**config.mk**
```make
export PLATFORM = sky130hd
export DESIGN_NAME = generic_spi_slave
export DESIGN_NICKNAME = d
export VERILOG_FILES = /design/src/rtl/generic_spi_slave.sv
export SDC_FILE = /design/constraint.sdc
export NUM_CORES = 1
export LEC_CHECK = 0
export ABC_AREA = 1
export CORE_UTILIZATION = 25
export CTS_CLUSTER_DIAMETER = 60
export DETAILED_ROUTE_END_ITERATION = 8
export GPL_ROUTABILITY_DRIVEN = 0
export SYNTH_ARGS = -nofsm -noshare
export SYNTH_HDL_FRONTEND = slang
export SYNTH_SLANG_ARGS = --single-unit
```
**constraint.sdc**
```tcl
create_clock -name clk -period 1.9 [get_ports clk]
set_input_delay 0.285 -clock clk [delete_from_list [all_inputs] [get_ports clk]]
set_output_delay 0.285 -clock clk [all_outputs]
set_load 0.05 [all_outputs]
```
**src/rtl/generic_spi_slave.sv**
```systemverilog
// Full-duplex SPI slave: oversampled SCLK/SS/MOSI, any CPOL/CPHA mode, MSB- or LSB-first.
// Optional macro SPI_SLAVE_MISO_TRISTATE_EN releases MISO (1'bz) whenever the slave is idle.
//
// state    | meaning
// ---------+-----------------------------------------------------------
// ST_IDLE  | SS high; bit counter cleared, MISO released/low
// ST_SHIFT | SS low; words shift in/out back-to-back until SS rises
module generic_spi_slave #(
    parameter int WordLen    = 8,
    parameter int SyncStages = 2
) (
    input  logic               clk,
    input  logic               reset,
    input  logic               CPOL,
    input  logic               CPHA,
    input  logic               BitOrder,
    input  logic               SCLK,
    input  logic               SS,
    input  logic               MOSI,
    output logic               MISO,
    input  logic [WordLen-1:0] SendData,
    output logic [WordLen-1:0] ReceivedData,
    output logic               WordFlg,
    output logic               RxBusy,
    output logic               TxBusy
);

    localparam int CntW = $clog2(WordLen + 1);

    typedef enum logic {
        ST_IDLE  = 1'b0,
        ST_SHIFT = 1'b1
    } state_t;

    state_t state_q, state_d;

    logic [SyncStages-1:0] sclk_sync_q;
    logic [SyncStages-1:0] ss_sync_q;
    logic [SyncStages-1:0] mosi_sync_q;
    logic                  sclk_prev_q;
    logic                  ss_prev_q;

    logic                  cpol_q;
    logic                  cpha_q;
    logic                  order_q;

    logic [WordLen-1:0]    tx_q;
    logic [WordLen-1:0]    rx_q;
    logic [WordLen-1:0]    rdata_q;
    logic [CntW-1:0]       bit_cnt_q;
    logic                  miso_q;
    logic                  flg_q;

    logic                  sclk_s;
    logic                  ss_s;
    logic                  mosi_s;
    logic                  sclk_rise;
    logic                  sclk_fall;
    logic                  ss_fall;
    logic                  ss_rise;
    logic                  lead_edge;
    logic                  trail_edge;
    logic                  sample_evt;
    logic                  shift_evt;
    logic                  word_done;
    logic                  start;
    logic [WordLen-1:0]    rx_next;

    function automatic logic first_bit(input logic [WordLen-1:0] w, input logic lsb_first);
        return lsb_first ? w[0] : w[WordLen-1];
    endfunction

    function automatic logic [WordLen-1:0] shift_out(input logic [WordLen-1:0] w,
                                                     input logic               lsb_first);
        return lsb_first ? (w >> 1) : (w << 1);
    endfunction

    // SS synchronizer resets to the deasserted level so reset release never looks like a select.
    always_ff @(posedge clk or negedge reset) begin
        if (!reset) begin
            sclk_sync_q <= '0;
            ss_sync_q   <= '1;
            mosi_sync_q <= '0;
            sclk_prev_q <= 1'b0;
            ss_prev_q   <= 1'b1;
        end else begin
            sclk_sync_q <= {sclk_sync_q[SyncStages-2:0], SCLK};
            ss_sync_q   <= {ss_sync_q[SyncStages-2:0], SS};
            mosi_sync_q <= {mosi_sync_q[SyncStages-2:0], MOSI};
            sclk_prev_q <= sclk_s;
            ss_prev_q   <= ss_s;
        end
    end

    always_comb begin
        sclk_s     = sclk_sync_q[SyncStages-1];
        ss_s       = ss_sync_q[SyncStages-1];
        mosi_s     = mosi_sync_q[SyncStages-1];
        sclk_rise  = sclk_s & ~sclk_prev_q;
        sclk_fall  = ~sclk_s & sclk_prev_q;
        ss_fall    = ~ss_s & ss_prev_q;
        ss_rise    = ss_s & ~ss_prev_q;
        lead_edge  = cpol_q ? sclk_fall : sclk_rise;
        trail_edge = cpol_q ? sclk_rise : sclk_fall;
        start      = (state_q == ST_IDLE) && ss_fall;
        sample_evt = (state_q == ST_SHIFT) && (cpha_q ? trail_edge : lead_edge);
        // With CPHA=0 the trailing edge at bit 0 would eat the freshly loaded first bit.
        shift_evt  = (state_q == ST_SHIFT) && (cpha_q ? lead_edge : trail_edge)
                     && (cpha_q || (bit_cnt_q != '0));
        word_done  = sample_evt && (bit_cnt_q == CntW'(WordLen - 1));
        rx_next    = order_q ? {mosi_s, rx_q[WordLen-1:1]} : {rx_q[WordLen-2:0], mosi_s};
    end

    always_ff @(posedge clk or negedge reset) begin
        if (!reset) begin
            state_q <= ST_IDLE;
        end else begin
            state_q <= state_d;
        end
    end

    always_comb begin
        state_d = state_q;
        case (state_q)
            ST_IDLE:  if (ss_fall) state_d = ST_SHIFT;
            ST_SHIFT: if (ss_rise) state_d = ST_IDLE;
            default:  state_d = ST_IDLE;
        endcase
    end

    always_comb begin
        TxBusy = (state_q == ST_SHIFT);
        RxBusy = (bit_cnt_q != '0);
`ifdef SPI_SLAVE_MISO_TRISTATE_EN
        MISO   = (state_q == ST_SHIFT) ? miso_q : 1'bz;
`else
        MISO   = (state_q == ST_SHIFT) ? miso_q : 1'b0;
`endif
    end

    always_ff @(posedge clk or negedge reset) begin
        if (!reset) begin
            cpol_q    <= 1'b0;
            cpha_q    <= 1'b0;
            order_q   <= 1'b0;
            tx_q      <= '0;
            rx_q      <= '0;
            rdata_q   <= '0;
            bit_cnt_q <= '0;
            miso_q    <= 1'b0;
            flg_q     <= 1'b0;
        end else begin
            flg_q <= 1'b0;
            if (start) begin
                cpol_q    <= CPOL;
                cpha_q    <= CPHA;
                order_q   <= BitOrder;
                tx_q      <= CPHA ? SendData : shift_out(SendData, BitOrder);
                miso_q    <= first_bit(SendData, BitOrder);
                rx_q      <= '0;
                bit_cnt_q <= '0;
            end else if (state_q == ST_SHIFT) begin
                if (sample_evt) begin
                    rx_q <= rx_next;
                    if (word_done) begin
                        rdata_q   <= rx_next;
                        flg_q     <= 1'b1;
                        bit_cnt_q <= '0;
                        tx_q      <= cpha_q ? SendData : shift_out(SendData, order_q);
                        if (!cpha_q) begin
                            miso_q <= first_bit(SendData, order_q);
                        end
                    end else begin
                        bit_cnt_q <= bit_cnt_q + CntW'(1);
                    end
                end
                if (shift_evt) begin
                    miso_q <= first_bit(tx_q, order_q);
                    tx_q   <= shift_out(tx_q, order_q);
                end
                if (ss_rise) begin
                    bit_cnt_q <= '0;
                end
            end
        end
    end

    assign ReceivedData = rdata_q;
    assign WordFlg      = flg_q;

endmodule

```
; Word-level counts from Yosys, hierarchy flattened
; Cells that the tools add are included.
[op_classes]
reduce_logical = 17
n_eq_ne = 2
muxes = 40
n_addsub = 1
bitwise_logic = 10
[op_table]
columns = op, n
row1 = $mux 8, 14
row2 = $mux 1, 20
row3 = $mux 4, 5
row4 = $reduce_bool 3->1, 3
row5 = $reduce_and 4->1, 2
row6 = $not 1->1, 6
row7 = $logic_and 1x1->1, 5
row8 = $add 4x1->4 const B, 1
row9 = $and 1x1->1, 4
row10 = $eq 4x3->1 const B, 1
row11 = $reduce_and 2->1, 2
row12 = $reduce_bool 2->1, 2
row13 = $reduce_bool 4->1, 1
row14 = $ne 3x1->1 const B, 1
row15 = $reduce_and 3->1, 1
row16 = $pmux 1 s2, 1
row17 = $logic_or 1x1->1, 1
[word_totals]
ff_bits = 42
word_cells = 85
out_inout_bits = 12

; Longest topological paths before layout
; Gate-level depths: netlist of the first run.
[logic_depth]
ltp_word = 11
ltp_mapped = 12
depth_no_buf = 11

; Worst setup path before layout of the first run
; OpenSTA, ideal clock, no wires.
[synth_path]
path_kind = register to register
start = register bit_cnt_q[0]
end = register miso_q
stages_incl_launch_ff = 12
setup_time_ns = 0.116
required_ns = 1.784
slack_ns = 0.166
synth_period_minus_slack_ns = 1.734
arrival_time_ns = 1.617
cell_sequence = dfrtp_1 > inv_1 > ha_1 > nand3_2 > nand2_2 > nand2_4 > nand2_2 > nand2_1 > nor2_4 > nor2_1 > nand2_1 > nand2_1
[synth_via]
elab_chain_cells = 6
[synth_lines]
columns = element, line_no
row1 = start: declaration, 50  ; logic [CntW-1:0] bit_cnt_q;
row2 = start signal: assignment, 174  ; bit_cnt_q <= bit_cnt_q + CntW'(1);
row3 = $reduce_bool 4->1 *, -
row4 = net RxBusy, 24  ; output logic RxBusy,
row5 = $logic_or 1x1->1 *, 109  ; && (cpha_q || (bit_cnt_q != '0));
row6 = $logic_and 1x1->1 *, 109
row7 = $mux 1, 177  ; if (shift_evt) begin
row8 = $mux 1, 162  ; end else if (state_q == ST_SHIFT) begin
row9 = $mux 1, 154  ; if (start) begin
row10 = end signal: assignment, 159  ; miso_q <= first_bit(SendData, BitOrder);
row11 = end signal: assignment, 171  ; miso_q <= first_bit(SendData, order_q);
row12 = end signal: assignment, 178  ; miso_q <= first_bit(tx_q, order_q);
row13 = end: declaration, 51  ; logic miso_q;
; The timed path passes the listed nets; every way through them passes the cells marked *. The select of a mux whose other input is x is not followed.
; A chain may end at the register's enable or synchronous reset.

; Final worst setup path of the first run
[layout_path]
start = register rdata_q[0] (netlist: ReceivedData[0])
end = output port ReceivedData[0]
[layout_lines]
columns = element, line_no
row1 = start: declaration, 49  ; logic [WordLen-1:0] rdata_q;
row2 = start signal: assignment, 166  ; rdata_q <= rx_next;
row3 = end: declaration, 22  ; output logic [WordLen-1:0] ReceivedData,
; No word-level cell between the ends.

==> results of run 1 <==
routing by layer:
layer  GRT usage (%)  wire length, um  share of wire (%)
met5               0                0                  0
met1           15.55             2683                 47
met4           4.571               73                1.3
met2           19.15             2665                 47
met3           2.415              263                4.6
sequential cells by signal (all words and copies together) (netlist names):
name and count:
ss_prev_q 1, sclk_prev_q 1, cpha_q 1, mosi_sync_q 2, ReceivedData 8, order_q 1
rx_q 8, TxBusy 1, WordFlg 1, cpol_q 1, miso_q 1, sclk_sync_q 2
tx_q 8, ss_sync_q 2, bit_cnt_q 4
report_power, final:
part / internal, mW / switching (mW)
logic: 0.512 / 0.821
registers: 1.09 / 0.183
clock network: 0.292 / 0.316
layout make-up:
class                   count  area [um2]  area share [%]
multi-input cells         236        1190           39.43
flip-flops and latches     42        1055           34.95
repair buffers             39       375.4           12.44
well taps                 129       161.4           5.348
inverters                  37       141.4           4.685
clock buffers               6       82.58           2.736
clock inverters             2       12.51          0.4146
per-stage QoR:
| step | hold slack (ns) | setup slack [ns] | std cells | utilization, % |
|---|---|---|---|---|
| 2_1_floorplan | -0.01059 | 0.1664 | 328 | - |
| 3_3_place_gp | 0.2646 | 0.2676 | 482 | 30.94 |
| 3_5_place_dp | 0.2701 | 0.2152 | 482 | 30.94 |
| 4_1_cts | 0.3556 | 0.1359 | 491 | 32.05 |
| 5_1_grt | 0.3636 | 0.07713 | 491 | 32.05 |
| 6_report | 0.3530 | 0.1510 | 491 | 32.05 |
layout by cell type, fill, tap and decap left out, drive strengths merged:
cell and instances:
nand2 119, o21ai 41, dfrtp 39, inv 37
nand3 34, clkdlybuf4s50 23, buf 15, a21oi 14
nor2 8, clkbuf 6, mux2i 5, dfstp 3
nand4 2, o22ai 2, xor2 2, ha 2
o211ai 2, nand3b 1, o31ai 1, nor3 1
a22oi 1, a211o 1, clkinv 1, clkinvlp 1
dlygate4sd3 1
synthesized netlist by cell type, drive strengths merged:
cell      n
nand2   119
o21ai    41
dfrtp    39
inv      37
nand3    34
a21oi    14
buf       8
nor2      8
clkbuf    5
mux2i     5
dfstp     3
ha        2
nand4     2
o211ai    2
o22ai     2
xor2      2
a211o     1
a22oi     1
nand3b    1
nor3      1
o31ai     1
how the worst min path moves through the flow:
stage                                   startpoint                           to  slack, ns  cells past startpoint
final                     sclk_sync_q[0]$_DFF_PN0_     sclk_sync_q[1]$_DFF_PN0_       0.35                      0
after global routing      sclk_sync_q[0]$_DFF_PN0_     sclk_sync_q[1]$_DFF_PN0_       0.36                      0
after CTS                 sclk_sync_q[0]$_DFF_PN0_     sclk_sync_q[1]$_DFF_PN0_       0.36                      0
after detailed placement                     reset  ReceivedData[5]$_DFFE_PN0P_       0.27                      1
after global placement                       reset  ReceivedData[5]$_DFFE_PN0P_       0.26                      1
after floorplan                              reset  ReceivedData[0]$_DFFE_PN0P_      -0.01                      0
cells by family (layout without fill, tap and decap cells):
kind of cell,Yosys count,after routing,share of synthesized area (%)
AOI/OAI and AO/OA,62,62,13.44
adders and majority gates,2,2,1.014
buffers and inverters,50,84,9.027
and+or+nand+nor,165,165,31.03
muxes,5,5,2.028
xor gates and xnor gates,2,2,0.7101
DFF,42,42,42.75
timing repair:
action,4_1_cts,5_1_grt
setup buffers,0,0
hold endpoints to repair,18,0
hold buffers,1,0
==> out/metrics.yaml, run 1 <==
run_status:
  outcome: "finished clean"
grt:
  track_usage_pct: 11.84
  antenna_found_initial: 0
  grt_pass1_wl_mm: 9.660
  grt_pass1_vias: 2089
  grt_max_degree: 25
  gr-total-overflow: 0
timing:
  tightest_slew_ns: 0.4996
  min_period_ns: 1.749
  clock.fmax_mhz: 571.7
  grt_setup_unrepaired: "false"
  fin_tns_setup_ns: 0
  max_slew_margin_pct: 66.59
  timing.final.crit_share_pct: 92.05
  hold_viol: 0
  setup_violations: 0
  fin_worst_skew_ns: 0.004852
  slew_violations: 0
route:
  viasPerCell: 4.479
  ant_nets: 0
  dr.pass1.iters: 5
  wire_per_inst_um: 11.58
  wl_mm: 5.685
  drc: 0
  drt_iter0_markers: 79
  via_count: 2199
pwr:
  p_per_area_nw_per_um2: 1064
  leakagePower_nw: 1.491
  peakVddDrop_uv: 419.8
  finalPower_mw: 3.210
worst_setup_path:
  cp_slowest_cell: "clkdlybuf4s50_1"
  r2r_setup_slack_ns: 0.21
  max_stage_delay_ns: 0.80
  crit_path_end_kind: "output port"
  cp.arrival_ns: 1.46
  crit_path_end: "ReceivedData[0]"
  crit_cells: 1
  r2r_end: "miso_q$_DFFE_PN0P_"
  critPathRequiredTime_ns: 1.62
  path_delay_family: "buffers and inverters"
  critPathBufInv: 1
  critPathLaunchType: "register"
  r2r_cells: 11
  crit_type: "register to output port"
  cp_max_fo: 2
  startpoint: "ReceivedData[0]$_DFFE_PN0P_"
  reg2reg_from: "bit_cnt_q[0]$_DFFE_PN0P_"
  cp_cell_sequence: "clkdlybuf4s50_1"
clock_tree:
  htree_levels: 2
  clock_sinks: 42
  clk_latency_ns: 0.29
  cts_resized: 0
  clk_pin_slew_ns: 0.08
  cts_buffers: 5
  cts_tree: "built"
  clockBufferDepth: 2
  ctsRootBufferMaster: "clkbuf_8"
die:
  rows: 35
  initial_core_util_pct: 26.21
  die_h_um: 101.3
  die_w_um: 101.3
  dieArea_um2: 10270
  ios: 28
  core_area_um2: 9415
logic_synthesis:
  netlist.area_leader.share_pct: 39.55
  synth-seq-cells: 42
  synthCells: 328
  synth_area_per_cell_um2: 7.522
  netlist_top_cells_area: "dfrtp_1 (40%), nand2_1 (17%), o21ai_0 (8.1%), nand3_1 (5.5%), inv_1 (4.9%)"
  yosysTopAreaCell: "dfrtp_1"
  synth_cell_types: 33
  yosysWarnings: 0
  syn_area_um2: 2467
  synthesis.nets: 346
  ys_seq_area_share_pct: 42.75
layout:
  fin_area_um2: 3018
  drive_above_1_share_pct: 12.71
  insertedDiodeCount: 0
  area_growth_pct: 22.31
  fin_nets: 379
  nFillCells: 1009
job:
  cap_viol_max_count: 0
place:
  placed_area_um2: 2913
  place_hpwl_mm: 4.174
  port_buffers: 27
hold_path:
  hold_path_class: "register to register"
Note: power is estimated with default switching activity, not from simulation.
==> run 2: changes to the inputs <==
- CTS_CLUSTER_SIZE: unset -> 30
==> results of run 2 <==
The final DEF is identical to that of run 1; final timing and power are the same.
==> run 3: changes to the inputs <==
--- a/config.mk
+++ b/config.mk
@@ -12,4 +12,5 @@
 export DETAILED_ROUTE_END_ITERATION = 8
 export GPL_ROUTABILITY_DRIVEN = 0
+export GPL_TIMING_DRIVEN = 0
 export SYNTH_ARGS = -nofsm -noshare
 export SYNTH_HDL_FRONTEND = slang
==> constraint.sdc (replaced) <==
create_clock -name clk -period 1.9 [get_ports clk]
set_input_delay 0.285 -clock clk [delete_from_list [all_inputs] [get_ports clk]]
set_output_delay 0.285 -clock clk [all_outputs]
set_load 0.02 [all_outputs]
==> run 3 against run 2 <==
Worst hold slack improved by 0.0029 ns. Wire length fell by 1.4%. Sequential power fell by 3%. Final cell count rose by 0.20%. Fmax fell by 0.92%. Global-route usage rose by 0.054 points. Final area fell by 0.33%. Critical path type unchanged. Critical endpoint is now MISO. Largest cell class unchanged.
==> out/metrics.yaml, run 3 (synthesis results as in run 1) <==
timing:
  fin_worst_skew_ns: 0.007691  # +0.002839 ns
  finalWorstSetupSlack_ns: 0.1348  # -0.01619 ns
  max_slew_margin_pct: 69.11  # +2.5 points
  setup_violations: 0  # unchanged
  hold_viol: 0  # unchanged
  slew_violations: 0  # unchanged
  min_period_ns: 1.765  # +0.01619 ns
  timing.final.crit_share_pct: 92.91  # +0.85 points
  hold_ws_ns: 0.3558  # +0.002863 ns
  fin_tns_setup_ns: 0  # unchanged
  grt_setup_unrepaired: "false"
  tightest_slew_ns: 0.4634  # -0.03627 ns
  clock.fmax_mhz: 566.5  # -0.92%
clock_tree:
  cts_buffers: 5  # unchanged
  clock_sinks: 42  # unchanged
  clk_pin_slew_ns: 0.09  # about the same
  htree_levels: 2  # unchanged
  cts_tree: "built"
  clockBufferDepth: 2  # unchanged
  ctsRootBufferMaster: "clkbuf_8"
  clk_latency_ns: 0.31  # +0.02 ns
layout:
  post_layout_nonfiller_instances: 492  # +0.20%
  final_cell_mix: "nand2_1 (115), o21ai_0 (40), dfrtp_1 (38)"
  postLayoutCoreUtil_pct: 31.95  # -0.11 points
  insertedDiodeCount: 0  # unchanged
  fin_area_um2: 3008  # -0.33%
  layout_commonest_cell: "nand2_1"
  area_growth_pct: 21.91
  fin_nets: 380  # +0.26%
  drive_above_1_share_pct: 11.57  # -1.1 points
worst_setup_path:
  cp.arrival_ns: 1.48  # +0.02 ns
  critPathLaunchType: "register"
  critPathRequiredTime_ns: 1.62  # about the same
  reg2reg_from: "bit_cnt_q[0]$_DFFE_PN0P_"
  crit_type: "register to output port"
  r2r_setup_slack_ns: 0.30  # +0.09 ns
  r2r_end: "miso_q$_DFFE_PN0P_"
  crit_path_end_kind: "output port"
  r2r_cells: 11  # unchanged
  cp_max_fo: 6  # +4
route:
  drc: 0  # unchanged
  via_count: 2170  # -1.3%
  ant_nets: 0  # unchanged
  wl_mm: 5.608  # -1.4%
  dr.pass1.iters: 6  # +1
  highest_layer: "met4"
  wire_per_inst_um: 11.40  # -1.6%
  viasPerCell: 4.411  # -1.5%
  wl_met3_um: 292  # +11%
  wl_met1_mm: 2.680  # -0.11%
  wl_met2_mm: 2.572  # -3.5%
  drt_iter0_markers: 127  # +61%
place:
  place_hpwl_mm: 4.209  # +0.85%
  placed_area_um2: 2902  # -0.39%
  dp_slack_ns: 0.2605  # +0.04531 ns
  dp_cells: 483  # +0.21%
  port_buffers: 25  # -7.4%
grt:
  gr-total-overflow: 0  # unchanged
  track_usage_pct: 11.89  # +0.054 points
  grt_pass1_vias: 2046  # -2.1%
  antenna_found_initial: 0  # unchanged
  grt_pass1_wl_mm: 9.687  # +0.28%
  grt_max_degree: 25  # unchanged
pwr:
  finalPower_mw: 3.095  # -3.6%
  leakagePower_nw: 1.474  # -1.1%
  p_per_area_nw_per_um2: 1029  # -3.3%
  peakVddDrop_uv: 327.9  # -22%
run_status:
  outcome: "finished clean"
die:
  die_h_um: 101.3  # unchanged
  initial_core_util_pct: 26.21  # unchanged
  rows: 35  # unchanged
  die_w_um: 101.3  # unchanged
  dieArea_um2: 10270  # unchanged
  core_area_um2: 9415  # unchanged
  ios: 28  # unchanged
job:
  cap_viol_max_count: 0  # unchanged
hold_path:
  holdPathEnd: "sclk_sync_q[1]$_DFF_PN0_"
  holdPathStages: 0  # unchanged
  hold_path_class: "register to register"
  min_from: "sclk_sync_q[0]$_DFF_PN0_"
-- run 3: changes by cell type in the layout (fill, tap and decap cells not counted), moves of 2 or more --
cell	change
clkbuf_1	+5
buf_4	-8
buf_2	+2
buf_6	+2
buf_12	-2
-- run 3: power by group --
group | switching [mW] | internal, mW
registers | 0.139 | 1.09
clock network | 0.366 | 0.273
logic | 0.761 | 0.469
total | 1.27 | 1.83
-- run 3: worst max-delay path by stage --
stage | from | endpoint | slack [ns] | cells past startpoint
floorplan | bit_cnt_q[0]$_DFFE_PN0P_ | miso_q$_DFFE_PN0P_ | 0.36 | 11
global placement | reset | miso_q$_DFFE_PN0P_ | -0.56 | 1
detailed placement | bit_cnt_q[0]$_DFFE_PN0P_ | RxBusy | 0.26 | 4
CTS | TxBusy$_DFF_PN0_ | MISO | 0.05 | 3
global route | TxBusy$_DFF_PN0_ | MISO | 0.05 | 3
finish | TxBusy$_DFF_PN0_ | MISO | 0.13 | 3
-- run 3: cell type report --
cell class / count / area [um2]
repair buffers: 27 / 281.5
fillers: 996 / 6407
clock buffers: 5 / 68.82
well taps: 129 / 161.4
multi-input cells: 236 / 1190
clock inverters: 3 / 27.53
plain buffers: 13 / 81.33
inverters: 37 / 141.4
flip-flops and latches: 42 / 1056
-- run 3: timing repair --
action	CTS	global route
endpoints found under the hold margin	18	0
hold buffers	1	0
buffers inserted	0	0
setup endpoints to repair	1	1
resized for setup	1	1
-- run 3: critical path, cell delays in order, from the launching register on --
cell and delay [ns]:
dfrtp_2 0.45, nand2_1 0.08, inv_1 0.05, clkdlybuf4s50_1 0.59
-- run 3: metal layers --
layer	track usage, %	up-vias
li1	-	1125
met1	15.74	992
met2	19.10	47
met3	2.968	6
met4	3.679	0
met5	0	-
